<file path="src/rtl/fullxor_sched_if.sv">
// Bundle of the requester, randomness, XOR-unit and result signals of fullxor_sched.
// The slave modport is the scheduler's view; master is the surrounding system.
interface fullxor_sched_if #(
  parameter int unsigned K_WIDTH  = 32,
  parameter int unsigned N_SHARES = 3,
  parameter int unsigned RANDNUM  = 2
);
  logic                          req0_vld;
  logic                          req0_rdy;
  logic [K_WIDTH*N_SHARES-1:0]   req0_x;
  logic                          req1_vld;
  logic                          req1_rdy;
  logic [K_WIDTH*N_SHARES-1:0]   req1_x;
  logic                          rnd_vld;
  logic                          rnd_rdy;
  logic [K_WIDTH*RANDNUM-1:0]    rnd_data;
  logic                          xor_dvld;
  logic                          xor_ena;
  logic [K_WIDTH*N_SHARES-1:0]   xor_x;
  logic [K_WIDTH*RANDNUM-1:0]    xor_rnd;
  logic [K_WIDTH-1:0]            xor_z;
  logic                          xor_ovld;
  logic                          out_vld;
  logic                          out_rdy;
  logic [K_WIDTH-1:0]            out_z;
  logic                          out_id;
  logic                          busy;
  logic                          err;
  logic                          rnd_starve;

  modport slave (
    input  req0_vld, req0_x, req1_vld, req1_x, rnd_vld, rnd_data, xor_z, xor_ovld, out_rdy,
    output req0_rdy, req1_rdy, rnd_rdy, xor_dvld, xor_ena, xor_x, xor_rnd,
    output out_vld, out_z, out_id, busy, err, rnd_starve
  );

  modport master (
    output req0_vld, req0_x, req1_vld, req1_x, rnd_vld, rnd_data, xor_z, xor_ovld, out_rdy,
    input  req0_rdy, req1_rdy, rnd_rdy, xor_dvld, xor_ena, xor_x, xor_rnd,
    input  out_vld, out_z, out_id, busy, err, rnd_starve
  );
endinterface

</file>
<file path="src/rtl/fullxor_sched.sv">
// Round-robin two-requester scheduler for a 3-share masked XOR unit with fresh randomness.
// Optional randomness-starvation watchdog enabled by defining FULLXOR_SCHED_WDOG_EN.
module fullxor_sched #(
  parameter int unsigned K_WIDTH  = 32,
  parameter int unsigned N_SHARES = 3,
  parameter int unsigned RANDNUM  = 2,
  parameter int unsigned TIMEOUT  = 255
) (
  input logic            clk,
  input logic            rst,
  fullxor_sched_if.slave bus
);
  typedef enum logic [1:0] {StIdle, StBusy, StDone} state_e;

  state_e               r_state;
  logic                 r_rr;
  logic                 r_id;
  logic                 r_out_vld;
  logic [K_WIDTH-1:0]   r_out_z;
  logic                 r_out_id;
  logic                 r_err;

  logic w_any_req;
  logic w_issue;
  logic w_gnt;

  assign w_any_req = bus.req0_vld | bus.req1_vld;
  // Gated by rst so nothing is handed out while the block is held in reset.
  assign w_issue   = (r_state == StIdle) & w_any_req & bus.rnd_vld & ~rst;
  assign w_gnt     = (bus.req0_vld & bus.req1_vld) ? ~r_rr : bus.req1_vld;

  assign bus.req0_rdy = w_issue & ~w_gnt;
  assign bus.req1_rdy = w_issue & w_gnt;
  assign bus.rnd_rdy  = w_issue;
  assign bus.xor_dvld = w_issue;
  assign bus.xor_ena  = w_issue | (r_state == StBusy);
  assign bus.xor_x    = w_issue ? (w_gnt ? bus.req1_x : bus.req0_x) : '0;
  assign bus.xor_rnd  = w_issue ? bus.rnd_data : '0;

  assign bus.out_vld = r_out_vld;
  assign bus.out_z   = r_out_z;
  assign bus.out_id  = r_out_id;
  assign bus.busy    = (r_state != StIdle);
  assign bus.err     = r_err;

  always_ff @(posedge clk or posedge rst) begin
    if (rst) begin
      r_state   <= StIdle;
      r_rr      <= 1'b1;
      r_id      <= 1'b0;
      r_out_vld <= 1'b0;
      r_out_z   <= '0;
      r_out_id  <= 1'b0;
      r_err     <= 1'b0;
    end else begin
      unique case (r_state)
        StIdle: begin
          if (w_issue) begin
            r_rr    <= w_gnt;
            r_id    <= w_gnt;
            r_state <= StBusy;
          end
        end
        StBusy: begin
          if (bus.xor_ovld) begin
            r_out_z   <= bus.xor_z;
            r_out_id  <= r_id;
            r_out_vld <= 1'b1;
            r_state   <= StDone;
          end else begin
            r_err   <= 1'b1;
            r_state <= StIdle;
          end
        end
        StDone: begin
          if (bus.out_rdy) begin
            r_out_vld <= 1'b0;
            r_out_z   <= '0;
            r_state   <= StIdle;
          end
        end
        default: r_state <= StIdle;
      endcase
    end
  end

`ifdef FULLXOR_SCHED_WDOG_EN
  localparam logic [7:0] LpTimeout = 8'(TIMEOUT);

  logic [7:0] r_wdog;
  logic [7:0] w_wdog_d;
  logic       r_starve;

  // Counts idle cycles where a request waits only on randomness; holds outside IDLE.
  always_comb begin
    w_wdog_d = r_wdog;
    if (w_issue || !w_any_req) begin
      w_wdog_d = '0;
    end else if ((r_state == StIdle) && !bus.rnd_vld && (r_wdog != LpTimeout)) begin
      w_wdog_d = r_wdog + 8'd1;
    end
  end

  always_ff @(posedge clk or posedge rst) begin
    if (rst) begin
      r_wdog   <= '0;
      r_starve <= 1'b0;
    end else begin
      r_wdog <= w_wdog_d;
      if (w_wdog_d == LpTimeout) r_starve <= 1'b1;
    end
  end

  assign bus.rnd_starve = r_starve;
`else
  logic w_unused_timeout;
  assign w_unused_timeout = (TIMEOUT == 0);
  assign bus.rnd_starve   = 1'b0;
`endif
endmodule

</file>
<file path="src/flat_wrapper.sv">
// flat-port wrapper written by rule: the top's interface ports become plain ports
module fullxor_sched_flat 
#(
  parameter int unsigned K_WIDTH  = 32,
  parameter int unsigned N_SHARES = 3,
  parameter int unsigned RANDNUM  = 2,
  parameter int unsigned TIMEOUT  = 255
)
  (clk, rst, bus_req0_vld, bus_req0_x, bus_req1_vld, bus_req1_x, bus_rnd_vld, bus_rnd_data, bus_xor_z, bus_xor_ovld, bus_out_rdy, bus_req0_rdy, bus_req1_rdy, bus_rnd_rdy, bus_xor_dvld, bus_xor_ena, bus_xor_x, bus_xor_rnd, bus_out_vld, bus_out_z, bus_out_id, bus_busy, bus_err, bus_rnd_starve);
  fullxor_sched_if #(.K_WIDTH(K_WIDTH), .N_SHARES(N_SHARES), .RANDNUM(RANDNUM)) bus_i ();
  input logic clk;
  input logic rst;
  input wire logic [$bits(bus_i.req0_vld)-1:0] bus_req0_vld;
  input wire logic [$bits(bus_i.req0_x)-1:0] bus_req0_x;
  input wire logic [$bits(bus_i.req1_vld)-1:0] bus_req1_vld;
  input wire logic [$bits(bus_i.req1_x)-1:0] bus_req1_x;
  input wire logic [$bits(bus_i.rnd_vld)-1:0] bus_rnd_vld;
  input wire logic [$bits(bus_i.rnd_data)-1:0] bus_rnd_data;
  input wire logic [$bits(bus_i.xor_z)-1:0] bus_xor_z;
  input wire logic [$bits(bus_i.xor_ovld)-1:0] bus_xor_ovld;
  input wire logic [$bits(bus_i.out_rdy)-1:0] bus_out_rdy;
  output wire logic [$bits(bus_i.req0_rdy)-1:0] bus_req0_rdy;
  output wire logic [$bits(bus_i.req1_rdy)-1:0] bus_req1_rdy;
  output wire logic [$bits(bus_i.rnd_rdy)-1:0] bus_rnd_rdy;
  output wire logic [$bits(bus_i.xor_dvld)-1:0] bus_xor_dvld;
  output wire logic [$bits(bus_i.xor_ena)-1:0] bus_xor_ena;
  output wire logic [$bits(bus_i.xor_x)-1:0] bus_xor_x;
  output wire logic [$bits(bus_i.xor_rnd)-1:0] bus_xor_rnd;
  output wire logic [$bits(bus_i.out_vld)-1:0] bus_out_vld;
  output wire logic [$bits(bus_i.out_z)-1:0] bus_out_z;
  output wire logic [$bits(bus_i.out_id)-1:0] bus_out_id;
  output wire logic [$bits(bus_i.busy)-1:0] bus_busy;
  output wire logic [$bits(bus_i.err)-1:0] bus_err;
  output wire logic [$bits(bus_i.rnd_starve)-1:0] bus_rnd_starve;
  assign bus_i.req0_vld = bus_req0_vld;
  assign bus_i.req0_x = bus_req0_x;
  assign bus_i.req1_vld = bus_req1_vld;
  assign bus_i.req1_x = bus_req1_x;
  assign bus_i.rnd_vld = bus_rnd_vld;
  assign bus_i.rnd_data = bus_rnd_data;
  assign bus_i.xor_z = bus_xor_z;
  assign bus_i.xor_ovld = bus_xor_ovld;
  assign bus_i.out_rdy = bus_out_rdy;
  assign bus_req0_rdy = bus_i.req0_rdy;
  assign bus_req1_rdy = bus_i.req1_rdy;
  assign bus_rnd_rdy = bus_i.rnd_rdy;
  assign bus_xor_dvld = bus_i.xor_dvld;
  assign bus_xor_ena = bus_i.xor_ena;
  assign bus_xor_x = bus_i.xor_x;
  assign bus_xor_rnd = bus_i.xor_rnd;
  assign bus_out_vld = bus_i.out_vld;
  assign bus_out_z = bus_i.out_z;
  assign bus_out_id = bus_i.out_id;
  assign bus_busy = bus_i.busy;
  assign bus_err = bus_i.err;
  assign bus_rnd_starve = bus_i.rnd_starve;
  fullxor_sched #(.K_WIDTH(K_WIDTH), .N_SHARES(N_SHARES), .RANDNUM(RANDNUM), .TIMEOUT(TIMEOUT)) u_core (.clk(clk), .rst(rst), .bus(bus_i));
endmodule
</file>
<file path="config.mk">
export PLATFORM = sky130hd
export DESIGN_NAME = fullxor_sched_flat
export DESIGN_NICKNAME = d
export VERILOG_FILES = /design/src/rtl/fullxor_sched_if.sv /design/src/rtl/fullxor_sched.sv /design/src/flat_wrapper.sv
export SDC_FILE = /design/constraint.sdc
export NUM_CORES = 1
export LEC_CHECK = 0
export CORE_AREA = 5 5 189 191
export DETAILED_ROUTE_END_ITERATION = 8
export DIE_AREA = 0 0 194 196
export DONT_BUFFER_PORTS = 1
export REMOVE_ABC_BUFFERS = 1
export SYNTH_ARGS = -nofsm -noshare
export SYNTH_HDL_FRONTEND = slang
export SYNTH_SLANG_ARGS = --single-unit
</file>
<file path="constraint.sdc">
create_clock -name clk -period 2.8 [get_ports clk]
set_input_delay 0.84 -clock clk [delete_from_list [all_inputs] [get_ports clk]]
set_output_delay 0.84 -clock clk [all_outputs]
set_load 0.01 [all_outputs]
</file>
# After elaboration in Yosys (flattened, before gate mapping)
# Index checks and enable logic that the tools add are counted.
[totals]
in_bits = 295
ff_bits = 39
wordCells = 46
out_inout_bits = 202
[op_classes]
n_mux = 14
n_reduce_logical = 8
bitwise_logic = 12
eq_ne = 5
[ops]
columns = ["operator", "n"]
rows = [
  ["2-to-1 mux 96 bit", 2],
  ["2-to-1 mux 32 bit", 2],
  ["2-to-1 mux 64 bit", 1],
  ["case mux 32 bit (2 select lines)", 1],
  ["AND reduction 2 bit", 4],
  ["bitwise AND 1 bit", 6],
  ["2-to-1 mux 2 bit", 3],
  ["case mux 2 bit (3 select lines)", 1],
  ["!= test 2 bit (second input constant)", 2],
  ["inverter 1 bit", 4],
  ["nonzero test 2 bit", 2],
  ["2-to-1 mux 1 bit", 3],
  ["AND reduction 3 bit", 1],
  ["== test 2 x 1 -> 1 bit (second input constant)", 1],
  ["== test 2 bit (second input constant)", 1],
  ["logical NOT 2 bit", 1],
  ["!= test 2 x 1 -> 1 bit (second input constant)", 1],
  ["OR 1 bit", 2],
  ["case mux 1 bit (2 select lines)", 1],
]

# Depth between registers and ports, before layout
[logic_depth]
word_depth = 6
mapped_depth = 6
mapped_depth_nobuf = 4

# Least setup slack after synthesis
# OpenSTA, ideal clock, no wires.
[synth_path]
path_type = "in2out"
from = "input bus_req1_vld"
to = "output bus_xor_x[76]"
n_path_buf = 3
cell_stages = 6
required_time_ps = 1960
t_arrival_ps = 1793
path_slack_ps = 167
cell_sequence = "a21boi_0 > buf_2 > buf_2 > buf_2 > nand2_1 > a21oi_1"
[synth_via]
elab_chain_len = 5
elab_cells_between_ends = 8
classes_between = "mux (3); bitwise (5)"
[synth_rtl]
columns = ["element", "line_no", "rtl"]
rows = [
  ["from (decl)", "flat_wrapper.sv:15", "input wire logic [$bits(bus_i.req1_vld)-1:0] bus_req1_vld;"],
  ["OR 1 bit", "fullxor_sched.sv:27", "assign w_any_req = bus.req0_vld | bus.req1_vld;"],
  ["bitwise AND 1 bit (3 in series)", "fullxor_sched.sv:29", "assign w_issue = (r_state == StIdle) & w_any_req & bus.rnd_vld & ~rst;"],
  ["2-to-1 mux 96 bit (*)", "fullxor_sched.sv:37", "assign bus.xor_x = w_issue ? (w_gnt ? bus.req1_x : bus.req0_x) : '0;"],
  ["to (decl)", "flat_wrapper.sv:27", "output wire logic [$bits(bus_i.xor_x)-1:0] bus_xor_x;"],
]
# Every way passes the cells marked *; elsewhere a longest branch is shown, timed or not.

# Final worst setup path
[layout_path]
from = "input rst"
to = "output bus_xor_x[30]"
[layout_via]
elab_chain_len = 3
[layout_rtl]
columns = ["element", "line_no", "rtl"]
rows = [
  ["from (decl)", "flat_wrapper.sv:12", "input logic rst;"],
  ["inverter 1 bit", "fullxor_sched.sv:29", ""],
  ["bitwise AND 1 bit", "fullxor_sched.sv:29", ""],
  ["2-to-1 mux 96 bit", "fullxor_sched.sv:37", ""],
]
# Every way passes these cells.

==> PnR_summary.wiki <==
{| class="wikitable"
! Metric !! Value
|-
| Outcome || finished, violations left
|-
| Violations in the final reports || setup timing
|-
| First-pass GRT wire length || 25500 um
|-
| Via total after detailed routing || 3860
|-
| Worst path max stage delay || 0.20 ns
|-
| Setup repair after global routing missed its margin || true
|-
| Peak ir drop on the vdd network || 0.000321 V
|-
| Global-route congestion overflow total || 0
|-
| Highest clock frequency the design can meet || 356 MHz
|-
| Least setup slack across all paths after layout || -0.00738 ns
|-
| Worst setup skew after layout || 0.00378 ns
|-
| Least-Margin Pin Slew || 0.897 ns
|-
| Top-level I/O count || 497
|-
| TritonCTS Buffers || 5
|-
| Core outline area || 33900 um^2
|-
| Area of the mapped netlist || 3360 um^2
|-
| Number of levels the H-tree was split into || 2
|-
| Number of endpoints with negative hold slack in the final report || 0
|-
| Sequential fraction of the synthesis area || 0.291
|-
| Worst rel slew slack || 0.402
|-
| DRC errors left || 0
|-
| TritonCTS clock tree || built
|-
| Maximum number of pins on one net before global-route repair || 88
|-
| Placement Rows || 68
|-
| Height of the chip || 196 um
|-
| Post-detailed-placement half-perimeter wirelength || 15300 um
|-
| Deepest clock path buffer count || 2
|-
| Register clock-pin slew on the reported worst setup and hold paths || 0.05 ns
|-
| Synthesized flop and latch total || 39
|-
| Number of antenna violations at the first check in global routing || 7
|-
| Via-to-Cell Ratio || 3.91
|-
| Tightest Hold Check Type || reg -> reg
|-
| Arrival time of data at the critical path endpoint || 1.97 ns
|-
| Count of TritonRoute iterations in the first routing pass || 5
|-
| Post-synthesis to final-layout area growth || 39.5%
|-
| Crit-path slowest cell || sky130_fd_sc_hd__nor4b_4
|-
| Max-Cap Viols || 0
|-
| Via count of the first global-routing pass || 3867
|-
| Skew-Pair Late Insertion Delay || 0.28 ns
|-
| Number of nets in the layout || 822
|-
| Pre-CTS setup slack || -0.262 ns
|-
| Detailed-route wire length || 19200 um
|-
| Static leakage power || 1.98 nW
|-
| Final routed wire length divided by cell count || 19.5 um
|-
| Number of distinct library cell variants in the gate-level netlist after synthesis || 23
|-
| Count of cell instances traversed by the critical path || 7
|-
| Final Critical Period || 2.81 ns
|-
| Maximum net fanout on the critical path || 34
|-
| Yosys warning count || 0
|-
| Final weighted congestion of routability-driven global placement || 0.880
|-
| Cell seen most often among critical-path stages || sky130_fd_sc_hd__buf_4
|-
| Pins over their slew limit || 0
|-
| Clock tree root driver cell || sky130_fd_sc_hd__clkbuf_16
|-
| Final worst path period share || 1.00
|-
| Kind of capture point of the worst setup path || primary output
|-
| Worst slack on hold paths || 0.508 ns
|-
| Proportion of layout cells with a drive suffix above 1 || 0.252
|-
| Buf+Inv Stages, Crit Path || 4
|-
| Chip Width || 194 um
|-
| Ys async rst share || 1.00
|-
| Family with the most delay on the worst path || buffers and inverters
|-
| Pwr Density || 495 nW/um^2
|-
| Initial DRC Count || 179
|-
| Initial Util || 0.0990
|-
| Number of port buffers || 0
|-
| Number of nets still failing antenna checks after routing || 0
|-
| Die area || 38000 um^2
|-
| Final setup violation count || 2
|-
| Number of hold-repair buffers added at the cts stage || 0
|-
| Clock Sink Count || 39
|-
| Cells after synthesis || 499
|-
| Required time at the endpoint of the critical path || 1.96 ns
|-
| List of cells traversed by the critical path || nor4b_4 > buf_4 > o21ai_4 > buf_12 > buf_16 > a21oi_2 > buf_4
|-
| Mapped Avg Cell Area || 6.73 um^2
|-
| Number of flops mapped to enable cells by yosys || 0
|-
| GRT Resource Usage Total || 0.0868
|-
| Setup crit start kind || input pin
|-
| Cells on worst reg2reg path || 3
|-
| WS Path Type || in -> out
|-
| Most frequently used flop master after synthesis || sky130_fd_sc_hd__dfrtp_1
|-
| Worst hold path cell count || 1
|}
[metal layers]
layer	track usage	routed length (um)
met1	0.0894	6220
met2	0.155	9930
met3	0.0400	2450
met4	0.0310	605
met5	0	14
[power by group]
part	internal, mW	leakage (nW)	switching [mW]	total [mW]
logic	0.318	1.40	0.475	0.793
clock network	0.443	0.0869	0.213	0.655
registers	0.696	0.498	0.176	0.872
[flip-flops by register name, indices dropped and copies added, names as in the netlist]
register / cells
u_core.bus.out_id: 1
u_core.bus.out_z: 32
u_core.bus.out_vld: 1
u_core.r_state: 2
u_core.bus.err: 1
u_core.r_id: 1
u_core.r_rr: 1
[synth_stat cells (3+ instances only)]
library cell	instances	area, um^2
sky130_fd_sc_hd__buf_2	10	50.1
sky130_fd_sc_hd__and2_1	64	400
sky130_fd_sc_hd__buf_4	7	52.6
sky130_fd_sc_hd__clkbuf_1	18	67.6
sky130_fd_sc_hd__buf_6	14	158
sky130_fd_sc_hd__a22o_1	32	280
sky130_fd_sc_hd__nor2_1	3	11.3
sky130_fd_sc_hd__mux2_2	3	33.8
sky130_fd_sc_hd__a21oi_1	98	490
sky130_fd_sc_hd__nand2_1	196	736
sky130_fd_sc_hd__inv_1	5	18.8
sky130_fd_sc_hd__dfrtp_1	38	951
[area by class of cell]
type / instances / area [um^2]
well taps: 455 / 569
diodes: 4 / 10.0
clock inverters: 2 / 35.0
clock buffers: 6 / 139
repair buffers: 70 / 691
flip-flops and latches: 39 / 978
fillers: 3868 / 29300
multi-input cells: 405 / 2240
inverters: 6 / 22.5
[cells by family after synthesis]
group                  share of synthesized area
AO/OA/AOI/OAI                              0.247
buffers and inverters                      0.104
flip-flops                                 0.291
multiplexers                              0.0101
other                                    0.00112
AND/OR/NAND/NOR                            0.347
[worst reg2reg max path, stage by stage, from the launching register on]
cell and delay [ns]:
sky130_fd_sc_hd__dfrtp_1 0.44, sky130_fd_sc_hd__and3b_1 0.25, sky130_fd_sc_hd__a31oi_4 0.72, sky130_fd_sc_hd__a22o_1 0.26
[layout by cell type (no fill, tap or decap), types with 2 or more instances in the layout]
| cell | instances |
|---|---|
| sky130_fd_sc_hd__nand2_1 | 195 |
| sky130_fd_sc_hd__and2_1 | 64 |
| sky130_fd_sc_hd__buf_6 | 2 |
| sky130_fd_sc_hd__mux2_2 | 3 |
| sky130_fd_sc_hd__buf_4 | 58 |
| sky130_fd_sc_hd__buf_16 | 3 |
| sky130_fd_sc_hd__nor2_1 | 3 |
| sky130_fd_sc_hd__a21oi_2 | 41 |
| sky130_fd_sc_hd__a21oi_1 | 56 |
| sky130_fd_sc_hd__buf_12 | 5 |
| sky130_fd_sc_hd__inv_1 | 5 |
| sky130_fd_sc_hd__a22o_1 | 32 |
| sky130_fd_sc_hd__clkbuf_16 | 7 |
| sky130_fd_sc_hd__diode_2 | 4 |
| sky130_fd_sc_hd__dfrtp_1 | 37 |
[metrics by stage]
| stage | TNS (ns) | util | std cells | power, mW | instance area, um^2 |
|---|---|---|---|---|---|
| after floorplan | -712.12 | - | 450 | 1.32 | 3030 |
| after global placement | -1.66 | 0.123 | 968 | 1.55 | 4170 |
| after detailed placement | -2.30 | 0.123 | 968 | 1.57 | 4170 |
| after CTS | -0.0596 | 0.131 | 979 | 2.28 | 4460 |
| after global routing | -0.661 | 0.138 | 986 | 2.46 | 4690 |
| final | -0.00846 | 0.138 | 987 | 2.32 | 4690 |
[path summary, 6_finish.rpt]
kind                       slack, ns              endpoint              start
min                             0.51     u_core.bus.out_id        u_core.r_id
max in group asynchronous       1.88     u_core.r_state[1]                rst
max                           -0.007         bus_xor_x[30]                rst
min in group asynchronous       0.57   u_core.bus.out_z[7]                rst
max reg2reg                     1.07  u_core.bus.out_z[30]  u_core.r_state[0]
min reg2reg                     0.51     u_core.bus.out_id        u_core.r_id
[repair_timing]
item / CTS / global route
endpoints found under the setup margin: 64 / 58
gates resized for setup: 15 / 37
setup buffers: 2 / 2
endpoints found under the hold margin: 0 / 0
gates cloned: 1 / 2
pin swaps: 0 / 1
No activity file was read; power rests on OpenSTA's default activity.
